[config.mk]
export PLATFORM = sky130hd
export DESIGN_NAME = emu_time_ctrl_flat
export DESIGN_NICKNAME = d
export VERILOG_FILES = /design/src/rtl/emu_time_ctrl_if.sv /design/src/rtl/emu_time_ctrl.sv /design/src/flat_wrapper.sv
export SDC_FILE = /design/constraint.sdc
export NUM_CORES = 1
export LEC_CHECK = 0
export BUFFER_PORTS_ARGS = -buffer_cell sky130_fd_sc_hd__buf_2
export CAP_MARGIN = 40
export CORE_ASPECT_RATIO = 0.75
export CORE_MARGIN = 3
export CORE_UTILIZATION = 50
export CTS_CLUSTER_SIZE = 12
export DETAILED_ROUTE_END_ITERATION = 8
export PLACE_DENSITY = 0.74
export SYNTH_ARGS = -nofsm -noshare
export SYNTH_HDL_FRONTEND = slang
export SYNTH_SLANG_ARGS = --single-unit
[constraint.sdc]
create_clock -name emu_clk -period 15.8 [get_ports emu_clk]
set_input_delay 3.16 -clock emu_clk [delete_from_list [all_inputs] [get_ports emu_clk]]
set_output_delay 3.16 -clock emu_clk [all_outputs]
set_load 0.02 [all_outputs]
[src/rtl/emu_time_ctrl_if.sv]
// Host-side command channel for emu_time_ctrl.
// A command transfers on a cycle where cmd_valid && cmd_ready; cmd_op/cmd_data are sampled only then.
interface emu_time_ctrl_if #(
  parameter int TIME_WIDTH = 64
);
  logic                         cmd_valid;
  logic                         cmd_ready;
  logic [1:0]                   cmd_op;
  logic signed [TIME_WIDTH-1:0] cmd_data;

  modport master (output cmd_valid, output cmd_op, output cmd_data, input cmd_ready);
  modport slave  (input cmd_valid, input cmd_op, input cmd_data, output cmd_ready);
endinterface

[src/rtl/emu_time_ctrl.sv]
// Run-control sequencer owning one dt lane into the min-reducing time manager.
// Optional macro EMU_TIME_CTRL_ABORT_EN adds cmd_abort to cancel UNTIL/STEPS.
module emu_time_ctrl #(
  parameter int width      = 32,
  parameter int time_width = 64,
  parameter int cnt_width  = 32
) (
  input  logic                         emu_clk,
  input  logic                         emu_rst,
  emu_time_ctrl_if.slave               cmd,
`ifdef EMU_TIME_CTRL_ABORT_EN
  input  logic                         cmd_abort,
`endif
  input  logic signed [time_width-1:0] emu_time,
  input  logic signed [width-1:0]      emu_dt,
  output logic signed [width-1:0]      dt_req,
  output logic                         emu_stall,
  output logic                         busy,
  output logic                         done,
  output logic [cnt_width-1:0]         steps_left,
  output logic [2:0]                   state_probe
);

  typedef enum logic [2:0] {
    S_STALL = 3'd0,
    S_RUN   = 3'd1,
    S_UNTIL = 3'd2,
    S_STEPS = 3'd3,
    S_DONE  = 3'd4
  } state_t;

  localparam logic [1:0] OP_STALL = 2'd0;
  localparam logic [1:0] OP_RUN   = 2'd1;
  localparam logic [1:0] OP_UNTIL = 2'd2;
  localparam logic [1:0] OP_STEPS = 2'd3;

  localparam logic signed [width-1:0]    DT_MAX   = {1'b0, {(width-1){1'b1}}};
  localparam logic signed [time_width:0] DT_MAX_W = {{(time_width-width+2){1'b0}}, {(width-1){1'b1}}};

  state_t                       r_state, w_state_next;
  logic signed [time_width-1:0] r_target, w_target_next;
  logic [cnt_width-1:0]         r_cnt, w_cnt_next;
  logic                         r_done, w_done_next;
  logic                         w_accept;
  logic signed [time_width:0]   w_diff;
  logic signed [width-1:0]      w_clamp;

  assign w_accept = cmd.cmd_valid && cmd.cmd_ready;

  // Extra bit keeps target - emu_time from wrapping at the extremes of the time range.
  assign w_diff = {r_target[time_width-1], r_target} - {emu_time[time_width-1], emu_time};

  always_comb begin
    w_clamp = '0;
    if (w_diff <= 0)
      w_clamp = '0;
    else if (w_diff > DT_MAX_W)
      w_clamp = DT_MAX;
    else
      w_clamp = w_diff[width-1:0];
  end

  always_ff @(posedge emu_clk) begin
    if (emu_rst) begin
      r_state  <= S_STALL;
      r_target <= '0;
      r_cnt    <= '0;
      r_done   <= 1'b0;
    end else begin
      r_state  <= w_state_next;
      r_target <= w_target_next;
      r_cnt    <= w_cnt_next;
      r_done   <= w_done_next;
    end
  end

  always_comb begin
    w_state_next  = r_state;
    w_target_next = r_target;
    w_cnt_next    = r_cnt;
    w_done_next   = 1'b0;
    case (r_state)
      S_STALL, S_RUN, S_DONE: begin
        if (w_accept) begin
          case (cmd.cmd_op)
            OP_STALL: w_state_next = S_STALL;
            OP_RUN:   w_state_next = S_RUN;
            OP_UNTIL: begin
              w_target_next = cmd.cmd_data;
              if (cmd.cmd_data > emu_time) begin
                w_state_next = S_UNTIL;
              end else begin
                w_state_next = S_DONE;
                w_done_next  = 1'b1;
              end
            end
            default: begin
              w_cnt_next = cmd.cmd_data[cnt_width-1:0];
              if (cmd.cmd_data[cnt_width-1:0] == '0) begin
                w_state_next = S_DONE;
                w_done_next  = 1'b1;
              end else begin
                w_state_next = S_STEPS;
              end
            end
          endcase
        end
      end
      S_UNTIL: begin
        // Overshoot should not happen with a min tree; finish anyway rather than hang.
        if (emu_time >= r_target) begin
          w_state_next = S_DONE;
          w_done_next  = 1'b1;
        end
      end
      S_STEPS: begin
        if (emu_dt != '0) begin
          w_cnt_next = r_cnt - 1'b1;
          if (r_cnt == {{(cnt_width-1){1'b0}}, 1'b1}) begin
            w_state_next = S_DONE;
            w_done_next  = 1'b1;
          end
        end
      end
      default: w_state_next = S_STALL;
    endcase
`ifdef EMU_TIME_CTRL_ABORT_EN
    if (cmd_abort && (r_state == S_UNTIL || r_state == S_STEPS)) begin
      w_state_next = S_STALL;
      w_cnt_next   = '0;
      w_done_next  = 1'b0;
    end
`endif
  end

  // dt_req depends only on registered state, target and emu_time, never on emu_dt.
  always_comb begin
    dt_req        = '0;
    emu_stall     = 1'b0;
    busy          = 1'b0;
    cmd.cmd_ready = 1'b0;
    steps_left    = '0;
    case (r_state)
      S_STALL, S_DONE: begin
        emu_stall     = 1'b1;
        cmd.cmd_ready = 1'b1;
      end
      S_RUN: begin
        dt_req        = DT_MAX;
        cmd.cmd_ready = 1'b1;
      end
      S_UNTIL: begin
        dt_req = w_clamp;
        busy   = 1'b1;
      end
      S_STEPS: begin
        dt_req     = DT_MAX;
        busy       = 1'b1;
        steps_left = r_cnt;
      end
      default: emu_stall = 1'b1;
    endcase
  end

  assign done        = r_done;
  assign state_probe = r_state;

endmodule

[src/flat_wrapper.sv]
// flat-port wrapper written by rule: the top's interface ports become plain ports
module emu_time_ctrl_flat 
#(
  parameter int width      = 32,
  parameter int time_width = 64,
  parameter int cnt_width  = 32
)
  (emu_clk, emu_rst, emu_time, emu_dt, dt_req, emu_stall, busy, done, steps_left, state_probe, cmd_cmd_valid, cmd_cmd_op, cmd_cmd_data, cmd_cmd_ready);
  emu_time_ctrl_if #(.TIME_WIDTH(64)) cmd_i ();
  input  logic emu_clk;
  input  logic emu_rst;
  input  logic signed [time_width-1:0] emu_time;
  input  logic signed [width-1:0] emu_dt;
  output logic signed [width-1:0] dt_req;
  output logic emu_stall;
  output logic busy;
  output logic done;
  output logic [cnt_width-1:0] steps_left;
  output logic [2:0] state_probe;
  input wire logic [$bits(cmd_i.cmd_valid)-1:0] cmd_cmd_valid;
  input wire logic [$bits(cmd_i.cmd_op)-1:0] cmd_cmd_op;
  input wire logic [$bits(cmd_i.cmd_data)-1:0] cmd_cmd_data;
  output wire logic [$bits(cmd_i.cmd_ready)-1:0] cmd_cmd_ready;
  assign cmd_i.cmd_valid = cmd_cmd_valid;
  assign cmd_i.cmd_op = cmd_cmd_op;
  assign cmd_i.cmd_data = cmd_cmd_data;
  assign cmd_cmd_ready = cmd_i.cmd_ready;
  emu_time_ctrl #(.width(width), .time_width(time_width), .cnt_width(cnt_width)) u_core (.emu_clk(emu_clk), .emu_rst(emu_rst), .cmd(cmd_i), .emu_time(emu_time), .emu_dt(emu_dt), .dt_req(dt_req), .emu_stall(emu_stall), .busy(busy), .done(done), .steps_left(steps_left), .state_probe(state_probe));
endmodule
==> results.toml <==
[run_status]
outcome = "completed"

[sta]
fin_tns_setup_ps = 0
drv_slew = 0
tightest_slew_ps = 914
fin_worst_skew_ps = 7.39
finalSetupViolations = 0
rsz0062_at_grt = "false"
holdWs_ps = 461
fmax_mhz = 88.6
relSlewSlack = 0.386
fin_crit_ps = 11290
fin_ws_ps = 4510
finalHoldViolCount = 0
post-route-period-util = 0.714

[yosys]
syn_avg_cell_area_sq_um = 6.76
synthCells = 1646
synthArstFlopShare = 0
netlist_area_sq_um = 11100
synth_fp_nets = 1943
ys_ff_latch = 100
ys_warn_count = 0
synth_top_area_frac = 0.180
ys.flop_type = "dfxtp_1"
synth_edf_count = 0
synth_cell_type_count = 78
synth_top_cell_by_area = "dfxtp_1"
synth_area_leaders = "dfxtp_1 (18%), ha_1 (15%), a21oi_1 (10%), nand2_1 (9.0%), o21ai_0 (5.2%)"
ys_seq_area_frac = 0.180

[critical_path]
crit_top_cell = "o21ai_0"
critPathLaunchType = "input port"
endpoint_kind = "primary output"
critical_path_buf_inv_count = 4
critical_path_arrival_ps = 8130
cp.required_ps = 12640
cp_cell_sequence = "buf_2 > inv_1 > ha_1 > a21oi_1 > o21ai_0 > a221oi_1 > o21ai_0 > a221oi_1 > o21ai_0 > nand2_1 > a311o_1 > buf_4 > nor2b_1 > o21bai_4 > o21ai_0 > buf_2"
cp_slowest_cell = "nor2b_1"
crit_path_max_incr_delay_ps = 600
critPathTopFamily = "compound AO/OA/AOI/OAI gates"
rrSetupSlack_ps = 12260
cp_max_fo = 25
crit_type = "input port to primary output"

[clock_tree]
cts_max_level = 3
cts_root_buffer = "clkbuf_16"
clkSlewWorstSetupHoldPaths_ps = 80
cts_setup_buffers = 0
cts_resized = 0
cts_buffers = 9
cts_tree = "yes"
cts.path.max_buffers = 2
cts-hold-fix-buffers = 0
cts.sinks = 100
insertion_delay_ps = 370

[final_layout]
drive_above_1_share = 0.166
final_common_cell = "nand2_1"
n_antenna_cell = 0
design_area_sq_um = 12700
multi_input_area_sq_um = 8370
ff_latch_area_sq_um = 2000
syn2layout_area_growth_pct = 14.2
fin_nets = 2108
final.fill_count = 2080
final_cell_mix = "nand2_1 (266), buf_2 (234), a21oi_1 (228)"

[grt]
grt_pass1_wl_microns = 70600
grt_max_degree = 77
grt.overflow.total = 0
grt_pass1_vias = 12081
antenna_found_initial = 1
grt_use_total = 0.379

[placed_design]
port_buffers = 234
dp_slack_ps = 4780
place_congestion = 0.999
dp_hpwl_microns = 37900
postPlaceCellArea_sq_um = 12400

[power_and_ir_drop]
leakage_uw = 0.00576
ir_drop_mv = 0.0584
total_power_uw = 846
p_per_area_nw_per_um2 = 66.6

[route]
postRouteAntennaNets = 0
wl_microns = 46700
drc_errors = 0
vias = 13492
avgViaCountPerCell = 6.41
detailedRoute.firstIterationViolations = 1848
post_drt_wl_per_cell_microns = 22.2
first_pass_iters = 6

[floorplan]
die_w_microns = 178
rows = 46
core-area_sq_um = 21500
die_h_microns = 135
initial_utilization = 0.518
io_pins = 236
die-area_sq_um = 24100

[min_path]
holdCritPathClass = "flop to flop"

[run]
drv_cap = 0
==> stage by stage <==
step | instances | utilization
2_1_floorplan | 1646 | -
3_3_place_gp | 2085 | 0.575
3_5_place_dp | 2088 | 0.577
4_1_cts | 2104 | 0.592
5_1_grt | 2104 | 0.592
6_report | 2104 | 0.592
==> tightest hold or removal path, stage by stage, from the launching register on <==
cell	delay (ps)
dfxtp_1	320
nand2_1	50
a21oi_1	50
==> routing by layer <==
metal | share of wire | GRT usage | vias to the layer above
li1 | - | - | 6257
met1 | 0.48 | 0.614 | 6305
met2 | 0.37 | 0.480 | 892
met3 | 0.15 | 0.128 | 36
met4 | 0.0088 | 0.0493 | 2
met5 | 0.00015 | 0 | -
==> Yosys cell counts, types with 9 or more instances <==
cell type and number:
nor3_1 31, inv_1 101, xnor2_1 27, or3_1 15, dfxtp_1 100, o211ai_1 9, nor2_1 127, o21ai_2 20
a221oi_1 10, ha_1 131, xor2_1 16, nand2b_1 14, a22oi_1 18, clkbuf_1 74, buf_2 13, a21o_1 26
nor2b_1 12, nor4_1 33, a21oi_1 228, a211oi_1 21, o21ai_0 115, nand3_1 21, nand4_1 54, o21a_1 14
and3_1 29, o21bai_1 11, nand2_1 266
==> flip-flops by register name, indices dropped and copies added, names as in the netlist <==
signal,flops
u_core.done,1
u_core.r_cnt,32
u_core.r_target,64
u_core.state_probe,3
==> area by class of cell <==
class	instances	share of cell area
multi-input cells	1353	0.659
clock inverters	6	0.00650
clock buffers	10	0.0180
well taps	288	0.0284
inverters	101	0.0298
repair buffers	246	0.101
flip-flops and latches	100	0.158
==> cell families after synthesis <==
family | Yosys count | share of synthesized area
XOR/XNOR | 43 | 0.0339
other | 1 | 0.000337
AO/OA/AOI/OAI | 540 | 0.299
multiplexers | 7 | 0.00664
AND/OR/NAND/NOR | 630 | 0.263
adder cells (fa/ha/maj) | 132 | 0.149
buffers and inverters | 193 | 0.0684
flip-flops | 100 | 0.180
==> where the power goes <==
part           switching (uW)  leakage (uW)  internal (uW)  total, uW
sequential               11.4      0.000813            263        274
combinational             213       0.00480            111        323
clock                     122      0.000148            127        248
==> worst paths after layout <==
check | startpoint | endpoint | cells past startpoint
setup / recovery | emu_time[43] | dt_req[18] | 16
hold / removal | u_core.r_target[0] | u_core.r_target[0] | 2
setup reg to reg | u_core.r_target[28] | u_core.state_probe[0] | 13
hold reg to reg | u_core.r_target[0] | u_core.r_target[0] | 2
(Power assumes the default switching activity.)
